## config.mk

```make
export PLATFORM = sky130hd
export DESIGN_NAME = tdc_bram_sched
export DESIGN_NICKNAME = d
export VERILOG_FILES = /design/src/rtl/tdc_bram_sched.sv
export SDC_FILE = /design/constraint.sdc
export NUM_CORES = 1
export LEC_CHECK = 0
export ABC_AREA = 0
export CAP_MARGIN = 40
export CORE_MARGIN = 3
export CORE_UTILIZATION = 48
export DETAILED_ROUTE_END_ITERATION = 7
export GPL_TIMING_DRIVEN = 0
export PLACE_DENSITY = 0.81
export SLEW_MARGIN = 20
export SYNTH_ARGS = -nofsm -noshare
export SYNTH_HDL_FRONTEND = slang
export SYNTH_SLANG_ARGS = --single-unit
```

## constraint.sdc

```tcl
create_clock -name sys_clk -period 2.3 [get_ports sys_clk]
set_input_delay 0.69 -clock sys_clk [delete_from_list [all_inputs] [get_ports sys_clk]]
set_output_delay 0.69 -clock sys_clk [all_outputs]
set_load 0.01 [all_outputs]
```

## src/rtl/tdc_bram_sched.sv

```systemverilog
// Shares BRAM port B among the capture writer, clear engine and reader; every grant is registered, and rd_dout follows rd_gnt by RD_LATENCY+1 cycles.
// Captures are never stalled: a capture that loses its slot is dropped. Reads are forced in after STARVE_LIMIT denied cycles.
module tdc_bram_sched #(
  parameter int                ADDR_W       = 15,
  parameter int                ADDR_STEP    = 4,
  parameter logic [ADDR_W-1:0] ADDR_LAST    = 15'h7FFC,
  parameter int                STARVE_LIMIT = 4,
  parameter int                RD_LATENCY   = 1
) (
  input  logic              sys_clk,
  input  logic              sys_rst_n,
  input  logic              cap_req,
  input  logic [7:0]        cap_data,
  output logic              cap_gnt,
  output logic              cap_full,
  output logic              cap_ovf,
  output logic [ADDR_W-2:0] cap_count,
  input  logic              clr_start,
  output logic              clr_busy,
  output logic              clr_done,
  input  logic              rd_req,
  input  logic [ADDR_W-1:0] rd_addr,
  output logic              rd_gnt,
  output logic              rd_valid,
  output logic [31:0]       rd_dout,
  output logic              clkb,
  output logic              rstb,
  output logic              enb,
  output logic [3:0]        web,
  output logic [ADDR_W-1:0] addrb,
  output logic [31:0]       datab,
  input  logic [31:0]       rd_data
);

  typedef enum logic [1:0] {
    SERVE    = 2'd0,
    CLEAR    = 2'd1,
    CLR_DONE = 2'd2
  } state_t;

  localparam logic [ADDR_W-1:0] STEP    = ADDR_W'(ADDR_STEP);
  localparam logic [3:0]        SLIM    = 4'(STARVE_LIMIT);
  localparam logic [ADDR_W-2:0] CNT_ONE = (ADDR_W-1)'(1);

  state_t                 state;
  logic [ADDR_W-1:0]      wr_ptr;
  logic [ADDR_W-1:0]      clr_addr;
  logic [3:0]             starve;
  logic [RD_LATENCY-1:0]  rd_pipe;
  logic                   do_rd;
  logic                   do_cap;

  assign clkb = sys_clk;
  assign rstb = 1'b0;

  // Arbitration; only SERVE with no clear request may grant anything.
  always_comb begin
    do_rd  = 1'b0;
    do_cap = 1'b0;
    if (state == SERVE && !clr_start) begin
      if (rd_req && starve == SLIM)  do_rd  = 1'b1;
      else if (cap_req && !cap_full) do_cap = 1'b1;
      else if (rd_req)               do_rd  = 1'b1;
    end
  end

  always_ff @(posedge sys_clk or negedge sys_rst_n) begin
    if (!sys_rst_n) begin
      starve <= '0;
    end else if (!rd_req || do_rd) begin
      starve <= '0;
    end else if (starve != SLIM) begin
      starve <= starve + 4'd1;
    end
  end

  // Read return path runs independently of the FSM so in-flight reads survive a clear.
  always_ff @(posedge sys_clk or negedge sys_rst_n) begin
    if (!sys_rst_n) begin
      rd_pipe  <= '0;
      rd_valid <= 1'b0;
      rd_dout  <= '0;
    end else begin
      rd_pipe[0] <= rd_gnt;
      for (int i = 1; i < RD_LATENCY; i++) rd_pipe[i] <= rd_pipe[i-1];
      rd_valid <= rd_pipe[RD_LATENCY-1];
      if (rd_pipe[RD_LATENCY-1]) rd_dout <= rd_data;
    end
  end

  always_ff @(posedge sys_clk or negedge sys_rst_n) begin
    if (!sys_rst_n) begin
      state     <= SERVE;
      enb       <= 1'b0;
      web       <= '0;
      addrb     <= '0;
      datab     <= '0;
      cap_gnt   <= 1'b0;
      rd_gnt    <= 1'b0;
      cap_full  <= 1'b0;
      cap_ovf   <= 1'b0;
      cap_count <= '0;
      clr_busy  <= 1'b0;
      clr_done  <= 1'b0;
      wr_ptr    <= '0;
      clr_addr  <= '0;
    end else begin
      cap_gnt <= 1'b0;
      rd_gnt  <= 1'b0;
      enb     <= 1'b0;
      web     <= '0;
      case (state)
        SERVE: begin
          clr_busy <= 1'b0;
          clr_done <= 1'b0;
          if (clr_start) begin
            state    <= CLEAR;
            clr_addr <= '0;
            clr_busy <= 1'b1;
          end else begin
            if (cap_req && cap_full) cap_ovf <= 1'b1;
            if (do_rd) begin
              rd_gnt <= 1'b1;
              enb    <= 1'b1;
              addrb  <= rd_addr;
            end else if (do_cap) begin
              cap_gnt   <= 1'b1;
              enb       <= 1'b1;
              web       <= 4'hF;
              addrb     <= wr_ptr;
              datab     <= {24'b0, cap_data};
              cap_count <= cap_count + CNT_ONE;
              if (wr_ptr == ADDR_LAST) cap_full <= 1'b1;
              else                     wr_ptr   <= wr_ptr + STEP;
            end
          end
        end
        CLEAR: begin
          clr_busy <= 1'b1;
          enb      <= 1'b1;
          web      <= 4'hF;
          datab    <= '0;
          addrb    <= clr_addr;
          if (clr_addr == ADDR_LAST) begin
            state     <= CLR_DONE;
            wr_ptr    <= '0;
            cap_full  <= 1'b0;
            cap_ovf   <= 1'b0;
            cap_count <= '0;
          end else begin
            clr_addr <= clr_addr + STEP;
          end
        end
        CLR_DONE: begin
          clr_busy <= 1'b1;
          clr_done <= 1'b1;
          if (!clr_start) state <= SERVE;
        end
        default: state <= SERVE;
      endcase
    end
  end

endmodule

```

==> summary.md <==
| Metric | Value |
|---|---|
| Routed WL per cell | `18.3 µm` |
| Fin cells | `899` |
| Yosys reg bits | `approximately 110` |
| Final wirelength | `16,400 µm` |
| Slew margin rel. | `0.579` |
| CP required | `~1.6 ns` |
| Die width | `roughly 120 µm` |
| R2R cell count | `7` |
| Post-synth EDFFs | `0` |
| Synth unique cells | `between 60 and 70` |
| Switching Share | `0.373` |
| CTS Hold Buffers Added | `0` |
| Largest net degree at the start of global routing | `58` |
| Peak VDD IR | `637 µV` |
| Critical path's slowest cell | `clkdlybuf4s50_1` |
| Vias in the first global route | `5,023` |
| Final hold violations | `0` |
| Ant. Diodes | `0` |
| Post-synth top area share | `0.482` |
| DRT Pass-1 Iters | `5` |
| Placer congestion estimate | `about 0.90` |
| CP Cell Sequence | `clkdlybuf4s50_1` |
| Area delta synth->final | `37.7%` |
| DP Worst Slack | `-0.688 ns` |
| Commonest non-fill, non-tap cell in the layout | `clkdlybuf4s50_1` |
| Via density per instance | `approximately 5.8` |
| Die area | `roughly 0.013 mm²` |
| DRC | `0` |
| Register area share after synthesis | `0.482` |
| Critical path type | `reg -> out` |
| Crit path max fanout | `7` |
| Cell count after synthesis | `approximately 570` |
| Flop pwr share | `0.341` |
| P_leak | `about 3.5 nW` |
| Final period util | `0.975` |
| Status | `completed` |
| Reg clk slew, reported paths | `roughly 0.08 ns` |
| Power per standard cell area | `1150 mW/mm²` |
| # placed instances | `approximately 900` |
| Tot GR Track Use | `0.248` |
| Post-DP HPWL | `~12,000 µm` |
| Core Area | `roughly 0.012 mm²` |
| Period minus WS final | `approximately 2.2 ns` |
| First DRT Iteration DRCs | `around 410` |
| Bufs and invs on worst path | `1` |
| Final setup violation count | `0` |
| Synth Flop Type | `dfrtp_1` |
| Port Buffers | `140` |
| Placed cell area | `approximately 0.0075 mm²` |
| Skew-Pair Late Insertion Delay | `approximately 0.48 ns` |
| Final #Nets | `~800` |
| Max stage delay on crit path | `0.60 ns` |
| Filler Cells Inserted | `884` |
| Setup crit start kind | `flop` |
| Clock share of power | `0.202` |
| Synth area leader | `dfrtp_1` |
| Largest cells by area after synthesis | `dfrtp_1 (48%), mux2_2 (6.6%), nand3_1 (4.3%)` |
| FF-to-FF Start | `starve[0]` |
| CTS tree | `done` |
| HP Class | `in -> async` |
| Die Ht | `about 120 µm` |
| Share of post-route cells with drive strength above 1 | `0.177` |
| Fin worst setup slack | `0.0582 ns` |
| Antenna-violating nets left | `0` |
| Syn_area_per_cell | `just over 10 µm²` |
| Slew of the pin with the lowest slew margin | `roughly 0.63 ns` |
| Reg2Reg Setup Slack | `0.06 ns` |
| Starting Density | `0.499` |
| Setup crit end kind | `output pin` |
| Overflow left after global routing | `0` |
| Logic gate share of total power | `0.458` |
| RSZ-0062 raised after global routing | `true` |
| Synth warnings | `0` |
| Initial antenna violation count | `0` |
| Cell family with most CP delay | `buffers and inverters` |
| Peak Freq | `about 450 MHz` |
| Worst reg2reg path endpoint | `addrb[9]` |
| Post-Syn Area | `slightly below 0.006 mm²` |
| IO Pins | `167` |
| Internal | `roughly 5.7 mW` |
| Async S/R FF share, synth | `1.00` |
| Global-route wire length before repair | `~26,000 µm` |
| Sw power | `3.40 mW` |
| Worst setup path start | `cap_count[7]` |
| Max-Cap Viols | `0` |
| WHS | `0.158 ns` |
| Worst Path Arrival | `around 1.6 ns` |
| Post-route cell area | `0.00795 mm²` |
| Count of final max-slew check failures | `0` |
| Row count | `39` |
| Clock Skew | `roughly 0.0095 ns` |
| Commonest cells after routing, fill and taps aside | `clkdlybuf4s50_1 (138), dfrtp_1 (111), nand3_1 (50), nand2_1 (44), mux2_2 (34)` |
| Via count | `5,222` |
-- worst max path at each step --
stage / cells after the start / slack, ns / end
3_3_place_gp: 1 / -3.58 / starve[0]
5_1_grt: 7 / -0.08 / addrb[9]
6_report: 1 / 0.06 / cap_count[7]
3_5_place_dp: 6 / -0.69 / cap_count[7]
4_1_cts: 4 / -0.03 / clkb
2_1_floorplan: 6 / 0.20 / cap_count[7]
-- power by group through the flow --
| stage | logic [mW] | clock network (mW) | registers, mW |
|---|---|---|---|
| after floorplan | 1.86 | 0.0358 | 3.28 |
| after global placement | 3.85 | 0.0683 | 3.09 |
| after detailed placement | 3.98 | 0.0683 | 3.13 |
| after CTS | 4.03 | 1.88 | 3.11 |
| after global routing | 4.50 | 1.97 | 3.20 |
| final | 4.17 | 1.84 | 3.11 |
-- registers in the layout, indices dropped and copies added, names as in the netlist --
signal and flops:
cap_gnt 1, clr_addr 13, wr_ptr 13, rd_valid 1, clr_busy 1, datab 8
addrb 15, rd_dout 32, cap_full 1, enb 1, cap_count 14, cap_ovf 1
rd_pipe 1, clr_done 1, starve 4, state 2, rd_gnt 1, web 1
-- synth_stat cells (4+ instances only) --
cell	instances
nor4_1	9
o31ai_1	16
buf_4	29
o221ai_1	6
mux2_2	34
inv_1	22
or2_2	4
o2bb2ai_1	4
dfrtp_1	111
o21ai_0	20
clkbuf_1	20
nor2_1	29
nand4_1	6
o21a_1	6
a22o_1	7
nand2b_1	10
ha_1	10
nor3_1	9
and3_1	14
a221oi_1	13
nand3b_1	5
a31oi_1	4
nand2_1	44
mux2i_1	6
buf_2	8
or4_1	4
a21oi_1	13
o211ai_1	6
nand3_1	50
-- through the flow --
step	setup TNS [ns]	power, mW	utilization
6_report	0	9.12	0.687
5_1_grt	-0.187	9.67	0.687
4_1_cts	-0.0312	9.01	0.678
3_5_place_dp	-22.20	7.18	0.646
3_3_place_gp	-416.58	7.02	0.643
2_1_floorplan	0	5.17	-
-- logic make-up (layout without fill, tap and decap cells) --
kind of cell | after synthesis | in the layout | synth area share
simple gates | 209 | 209 | 0.196
buf+inv | 84 | 244 | 0.0766
xor+xnor | 3 | 3 | 0.00456
fa+ha+maj | 10 | 10 | 0.0217
flops | 111 | 111 | 0.482
compound gates | 114 | 114 | 0.142
other cells | 1 | 25 | 0.000650
mux | 40 | 40 | 0.0768
-- per-layer routing --
metal | part of all wire | vias up | global-route usage
met5 | 0 | - | 0
met4 | 0.023 | 0 | 0.0959
met3 | 0.088 | 36 | 0.0778
met2 | 0.48 | 265 | 0.405
met1 | 0.41 | 2522 | 0.309
li1 | - | 2399 | -
-- layout make-up --
class / instances / area, µm² / share of cell area
Buffer: 58 / 368 / 0.0463
Sequential cell: 111 / 2780 / 0.350
Clock buffer: 14 / 315 / 0.0397
Tap cell: 143 / 179 / 0.0225
Clock inverter: 6 / 51.3 / 0.00646
Timing Repair Buffer: 143 / 1440 / 0.182
Multi-Input combinational cell: 401 / 2730 / 0.343
Inverter: 23 / 86.3 / 0.0109
-- timing repair --
item	CTS	global route
pin swaps	0	1
setup buffers	0	3
setup endpoints to repair	35	46
gates resized for setup	13	31
hold endpoints to repair	0	0
(Power assumes the default switching activity.)
